--- src/rtl/fir_pkg.sv ---
// fir_pkg: shared FSM state type and width helpers for the FIR MAC sequencer
package fir_pkg;
  typedef enum logic [1:0] {IDLE, MAC, OUT} state_e;
  function automatic int clog2(input int v);
    int r;
    for (r = 0; (1 << r) < v; r++) ;
    return r;
  endfunction
  function automatic int acc_size(input int d, input int c, input int n);
    return d + c + clog2(n);
  endfunction
endpackage

--- src/rtl/fir_delay_line.sv ---
// fir_delay_line: N_TAPS-deep circular sample buffer with wrapping write pointer
// ports: wr_en/wr_data store at wr_ptr and advance it; rd_idx selects rd_data combinationally
module fir_delay_line
  import fir_pkg::*;
#(
  parameter int DATA_SIZE = 9,
  parameter int N_TAPS = 3,
  localparam int AW = clog2(N_TAPS)
) (
  input  logic                        clk,
  input  logic                        rst_n,
  input  logic                        wr_en,
  input  logic signed [DATA_SIZE-1:0] wr_data,
  input  logic [AW-1:0]               rd_idx,
  output logic signed [DATA_SIZE-1:0] rd_data,
  output logic [AW-1:0]               wr_ptr
);
  logic signed [DATA_SIZE-1:0] mem_q [N_TAPS];
  logic signed [DATA_SIZE-1:0] mem_d [N_TAPS];
  logic [AW-1:0] wr_ptr_q, wr_ptr_d;
  assign wr_ptr = wr_ptr_q;
  assign rd_data = mem_q[rd_idx];
  always_comb begin
    mem_d = mem_q;
    wr_ptr_d = wr_ptr_q;
    if (wr_en) begin
      mem_d[wr_ptr_q] = wr_data;
      wr_ptr_d = wr_ptr_q == AW'(N_TAPS - 1) ? '0 : wr_ptr_q + 1'b1;
    end
  end
  always_ff @(posedge clk or negedge rst_n)
    if (!rst_n) begin
      mem_q <= '{default: '0};
      wr_ptr_q <= '0;
    end else begin
      mem_q <= mem_d;
      wr_ptr_q <= wr_ptr_d;
    end
endmodule

--- src/rtl/fir_mac_sequencer.sv ---
// fir_mac_sequencer: time-multiplexed FIR, one shared multiplier stepped over all taps per sample
// ports: in_* sample handshake, coef_* run-time coefficient write (IDLE only), out_* result handshake, busy in MAC/OUT
module fir_mac_sequencer
  import fir_pkg::*;
#(
  parameter int DATA_SIZE = 9,
  parameter int COEF_SIZE = 9,
  parameter int N_TAPS = 3,
  parameter int ACC_SIZE = acc_size(DATA_SIZE, COEF_SIZE, N_TAPS),
  localparam int AW = clog2(N_TAPS)
) (
  input  logic                        clk,
  input  logic                        rst_n,
  input  logic signed [DATA_SIZE-1:0] in_data,
  input  logic                        in_valid,
  output logic                        in_ready,
  input  logic                        coef_wr,
  input  logic [AW-1:0]               coef_addr,
  input  logic signed [COEF_SIZE-1:0] coef_data,
  output logic signed [ACC_SIZE-1:0]  out_data,
  output logic                        out_valid,
  input  logic                        out_ready,
  output logic                        busy
);
  state_e state_q, state_d;
  logic [AW-1:0] k_q, k_d, newest_q, newest_d, wr_ptr, rd_idx;
  logic signed [ACC_SIZE-1:0] acc_q, acc_d, out_data_q, out_data_d, sum;
  logic out_valid_q, out_valid_d;
  logic signed [COEF_SIZE-1:0] coef_q [N_TAPS];
  logic signed [COEF_SIZE-1:0] coef_d [N_TAPS];
  logic signed [DATA_SIZE-1:0] rd_data;
  logic signed [DATA_SIZE+COEF_SIZE-1:0] prod;
  assign in_ready = state_q == IDLE;
  assign busy = state_q != IDLE;
  assign out_data = out_data_q;
  assign out_valid = out_valid_q;
  // tap k reads x[n-k]; wrap below zero back to the top of the ring
  assign rd_idx = newest_q >= k_q ? newest_q - k_q : newest_q + AW'(N_TAPS) - k_q;
  assign prod = rd_data * coef_q[k_q];
  assign sum = (k_q == '0 ? '0 : acc_q) + ACC_SIZE'(prod);
  fir_delay_line #(.DATA_SIZE(DATA_SIZE), .N_TAPS(N_TAPS)) u_dl (
    .clk(clk), .rst_n(rst_n), .wr_en(in_valid && in_ready), .wr_data(in_data),
    .rd_idx(rd_idx), .rd_data(rd_data), .wr_ptr(wr_ptr)
  );
  always_comb begin
    state_d = state_q;
    k_d = k_q;
    newest_d = newest_q;
    acc_d = acc_q;
    out_data_d = out_data_q;
    out_valid_d = out_valid_q;
    coef_d = coef_q;
    if (state_q == IDLE && coef_wr && int'(coef_addr) < N_TAPS) coef_d[coef_addr] = coef_data;
    case (state_q)
      IDLE: if (in_valid) begin
        state_d = MAC;
        newest_d = wr_ptr;
        k_d = '0;
      end
      MAC: begin
        acc_d = sum;
        k_d = k_q + 1'b1;
        if (k_q == AW'(N_TAPS - 1)) begin
          out_data_d = sum;
          out_valid_d = 1'b1;
          state_d = OUT;
        end
      end
      OUT: if (out_ready) begin
        out_valid_d = 1'b0;
        state_d = IDLE;
      end
      default: state_d = IDLE;
    endcase
  end
  always_ff @(posedge clk or negedge rst_n)
    if (!rst_n) begin
      state_q <= IDLE;
      k_q <= '0;
      newest_q <= '0;
      acc_q <= '0;
      out_data_q <= '0;
      out_valid_q <= 1'b0;
      coef_q <= '{default: '0};
    end else begin
      state_q <= state_d;
      k_q <= k_d;
      newest_q <= newest_d;
      acc_q <= acc_d;
      out_data_q <= out_data_d;
      out_valid_q <= out_valid_d;
      coef_q <= coef_d;
    end
endmodule

--- config.mk ---
export PLATFORM = sky130hd
export DESIGN_NAME = fir_mac_sequencer
export DESIGN_NICKNAME = d
export VERILOG_FILES = /design/src/rtl/fir_pkg.sv /design/src/rtl/fir_delay_line.sv /design/src/rtl/fir_mac_sequencer.sv
export SDC_FILE = /design/constraint.sdc
export NUM_CORES = 1
export LEC_CHECK = 0
export ABC_AREA = 1
export CAP_MARGIN = 20
export CORE_MARGIN = 2
export CORE_UTILIZATION = 32
export CTS_CLUSTER_SIZE = 40
export DETAILED_ROUTE_END_ITERATION = 8
export DONT_BUFFER_PORTS = 1
export GPL_TIMING_DRIVEN = 0
export PLACE_DENSITY = 0.58
export SETUP_SLACK_MARGIN = 0.1
export SLEW_MARGIN = 40
export SYNTH_ARGS = -nofsm -noshare
export SYNTH_HDL_FRONTEND = slang
export SYNTH_HIERARCHICAL = 1
export SYNTH_SLANG_ARGS = --single-unit
--- constraint.sdc ---
create_clock -name clk -period 9.1 [get_ports clk]
set_clock_uncertainty 0.1 [all_clocks]
set_input_delay 1.82 -clock clk [delete_from_list [all_inputs] [get_ports clk]]
set_output_delay 1.82 -clock clk [all_outputs]
set_load 0.01 [all_outputs]
==> results by stage <==
CTS:
- The clock tree synthesis step divided the H-tree into 3 levels.
- The CTS clock-pin slew for the worst setup and hold paths is ~70 ps.
- The number of buffers created by CTS is 9.
- TritonCTS built the clock tree.
- The clock sink total is about 100.
- At the later pin of the worst-skew pair, clock insertion delay measures roughly 360 ps.
- The CTS root buffer is clkbuf_16.
- The maximum clock insertion buffer count is 2.

Synthesis:
- By count the netlist is led by nand2_1, inv_1, dfrtp_1, nor2_1, fa_1.
- The most frequently used cell type in the post-synthesis netlist is nand2_1.
- The share of the Yosys chip area taken by registers is 0.288.
- Dividing the synthesized area by the synthesized cell count gives between 7 and 8 um^2.
- The gate count after technology mapping is 1,140.
- The post-synthesis net count is roughly 1,300.
- The count of distinct cell types in the synthesized netlist is between 40 and 50.
- The netlist area before placement is approximately 9000 um^2.
- Yosys printed 6 warnings.
- The share of synthesized area in the top cell type comes to 0.288.
- The number of flops mapped to enable cells by yosys is 0.
- The share of async-settable or async-resettable flops after synthesis is 1.00.
- Among all flip-flop cells after synthesis, the most frequent one is dfrtp_1.
- Yosys attributes the largest share of cell area to dfrtp_1, fa_1, nand2_1.
- The top cell type by total area after synthesis is dfrtp_1.
- The post-synthesis register bit count is ~100.

Critical path:
- Data arrives at the worst endpoint at 8430 ps.
- The top fanout value on the critical path is 10.
- The end of the worst register-to-register path is out_data[19].
- The type of origin of the critical path is a flip-flop.
- The critical path's most frequent cell is nand2_1.
- The worst register-to-register path has a depth of 42.
- The critical path startpoint is k_q[1].
- At the worst endpoint, the required time is roughly 9300 ps.
- By startpoint and endpoint, the worst setup path is classified as flip-flop to flip-flop.
- The slowest stage of the critical path belongs to the cell fa_1.
- Following the worst setup path forward leads to its endpoint at out_data[19].
- The kind of end point of the critical path is a flip-flop.
- The maximum cell stage delay along the critical path is 560 ps.
- The setup check on the worst reg-to-reg path leaves a slack of ~800 ps.
- The startpoint of the worst register-to-register path is k_q[1].

Finish:
- The final net count is ~1,300.
- Compared with the post-synthesis result, the final layout area differs by 8.90%.
- Once layout is done, the placed cells without fillers occupy 9750 um^2.
- The filler cells instantiated in the layout total 2,948.
- The proportion of layout cells with a drive suffix above 1 is 0.0822.
- The antenna diode count is 0.

Hold path:
- The path class of the tightest hold or removal check is flip-flop to flip-flop.

Global routing:
- Across every metal layer, demand over resource in global routing totals 0.149.
- The via count of the first global-routing pass was around 7,000.
- The total overflow left after global routing is 0.
- The number of antenna violations at the first check in global routing was 0.
- The maximum number of pins on one net before global-route repair is roughly 100.
- The first global-routing pass estimated between 30,000 and 40,000 um of wire.

Detailed routing:
- The final layout contains routed wiring with a total length of 20,500 um.
- For this run, design rule violations remaining after detail routing come to 0.
- Summing over every cut layer, the via total after detailed routing is ~7,000.
- The detail route stage leaves a number of antenna-violating nets equal to 0.
- The mean number of vias per cell is approximately 4.6.
- Dividing the detail-routed wire length by the instance count gives 13.4 um.
- For this block, the initial DRC count from the detailed router was between 300 and 400.
- The first-pass detailed-route iteration total is 4.

Timing:
- Dividing the final minimum period by the clock period gives 0.910.
- The timing-limited maximum frequency is approximately 120 MHz.
- Setup repair after global routing left no endpoint under its margin.
- The max-slew violation total from the final report is 0.
- The count of endpoints failing hold in the final timing report was 0.
- The worst slew margin relative to its limit is 0.536.
- The final setup TNS is 0 ps.
- Setup violations remaining at the end of the flow were counted as 0.
- The worst path needs between 8000 and 9000 ps of the cycle, external delays included.
- The slew at the pin closest to its max-slew limit is 689 ps.

Flow run:
- The max capacitance violation total is 0.

Die:
- The die is approximately 170 um wide.
- The count of pins on the block boundary is 48.
- The initialized floorplan defines 61 standard-cell rows.
- The area inside the core boundary is between 20,000 and 30,000 um^2.
- The die height is 171 um.
- The floorplan step defined a die boundary enclosing ~29,000 um^2.
- For this configuration, the core starts out at a cell density of 0.324.

Place:
- Buffers placed on the I/O ports in this run total 0.
- After legalization and detailed placement, the total HPWL measured roughly 16,000 um.
- The congestion estimate from routability-driven global placement came to ~0.88.
- The area of placed instances is about 9400 um^2.

Run status:
- The flow ran to the end, and the final reports show no timing, DRC or antenna violations.
==> worst max-delay path: cells and delay by family (launching register included) <==
kind	cells	cell delay, ps
AO/OA/AOI/OAI	6	920
AND/OR/NAND/NOR	18	2140
XOR/XNOR	1	150
adder cells (fa/ha/maj)	8	3560
flip-flops	1	350
buffers and inverters	9	950
==> how the worst min path moves through the flow <==
stage / slack [ps] / to / cells past startpoint / start
after floorplan: 340 / u_dl/mem_q[18] / 2 / u_dl/mem_q[18]
after global placement: 350 / u_dl/mem_q[25] / 2 / u_dl/mem_q[25]
after detailed placement: 360 / u_dl/mem_q[25] / 2 / u_dl/mem_q[25]
after CTS: 380 / u_dl/mem_q[1] / 2 / u_dl/mem_q[1]
after global routing: 390 / u_dl/mem_q[5] / 2 / u_dl/mem_q[5]
final: 370 / u_dl/mem_q[1] / 2 / u_dl/mem_q[1]
==> final cells by class <==
class | instances | area, um^2 | share of cell area
plain buffers | 23 | 178 | 0.0182
well taps | 378 | 473 | 0.0485
flip-flops and latches | 103 | 2580 | 0.264
multi-input cells | 816 | 5470 | 0.561
clock inverters | 5 | 58.8 | 0.00603
repair buffers | 2 | 15.0 | 0.00154
clock buffers | 10 | 239 | 0.0245
inverters | 197 | 739 | 0.0759
==> metal layers <==
layer  vias up  track usage  wire length [um]
li1       3562            -                 -
met1      3323        0.202              9970
met2       117        0.245              9360
met3        25       0.0251               798
met4         0       0.0457               412
met5         -            0                 0
==> cells in the final DEF (no fill, tap or decap), types with 9 or more instances in the layout <==
cell	synthesis	final
dfrtp_1	103	103
inv_1	185	185
fa_1	72	72
o21ai_0	69	69
a21oi_1	29	29
ha_1	62	62
nand3_1	59	59
o21ai_1	11	11
nand4_1	12	12
xor2_1	10	10
nor2_1	96	95
nand2_2	13	13
inv_2	10	11
nand2_1	303	303
clkbuf_16	0	9
nand3_2	10	10
xnor2_1	18	18
==> per-stage QoR <==
| step | hold slack (ps) | setup slack, ps | utilization | instances |
|---|---|---|---|---|
| 2_1_floorplan | 342 | 1630 | - | 1140 |
| 3_3_place_gp | 353 | 548 | 0.341 | 1518 |
| 3_5_place_dp | 358 | 511 | 0.341 | 1518 |
| 4_1_cts | 376 | 513 | 0.352 | 1533 |
| 5_1_grt | 387 | 102 | 0.353 | 1534 |
| 6_report | 370 | 815 | 0.353 | 1534 |
==> logic make-up after synthesis <==
| logic type | synth area share |
|---|---|
| adders and majority gates | 0.248 |
| AOI/OAI and AO/OA | 0.0814 |
| buffers and inverters | 0.103 |
| and+or+nand+nor | 0.253 |
| DFF | 0.288 |
| xor gates and xnor gates | 0.0274 |
==> registers in the layout, indices dropped and copies added, names as in the netlist <==
name,flops
out_valid,1
newest_q,2
state_q,2
acc_q,20
k_q,2
out_data,20
u_dl/mem_q,27
coef_q,27
u_dl/wr_ptr,2
==> what timing repair did <==
item,in CTS,in global routing
setup endpoints to repair,0,6
gates resized for setup,0,5
hold buffers,0,0
buffers inserted,0,2
Power is left out: the tool's default activity adds up to more than one toggle a clock period on the data nets, which glitch-free logic cannot reach.
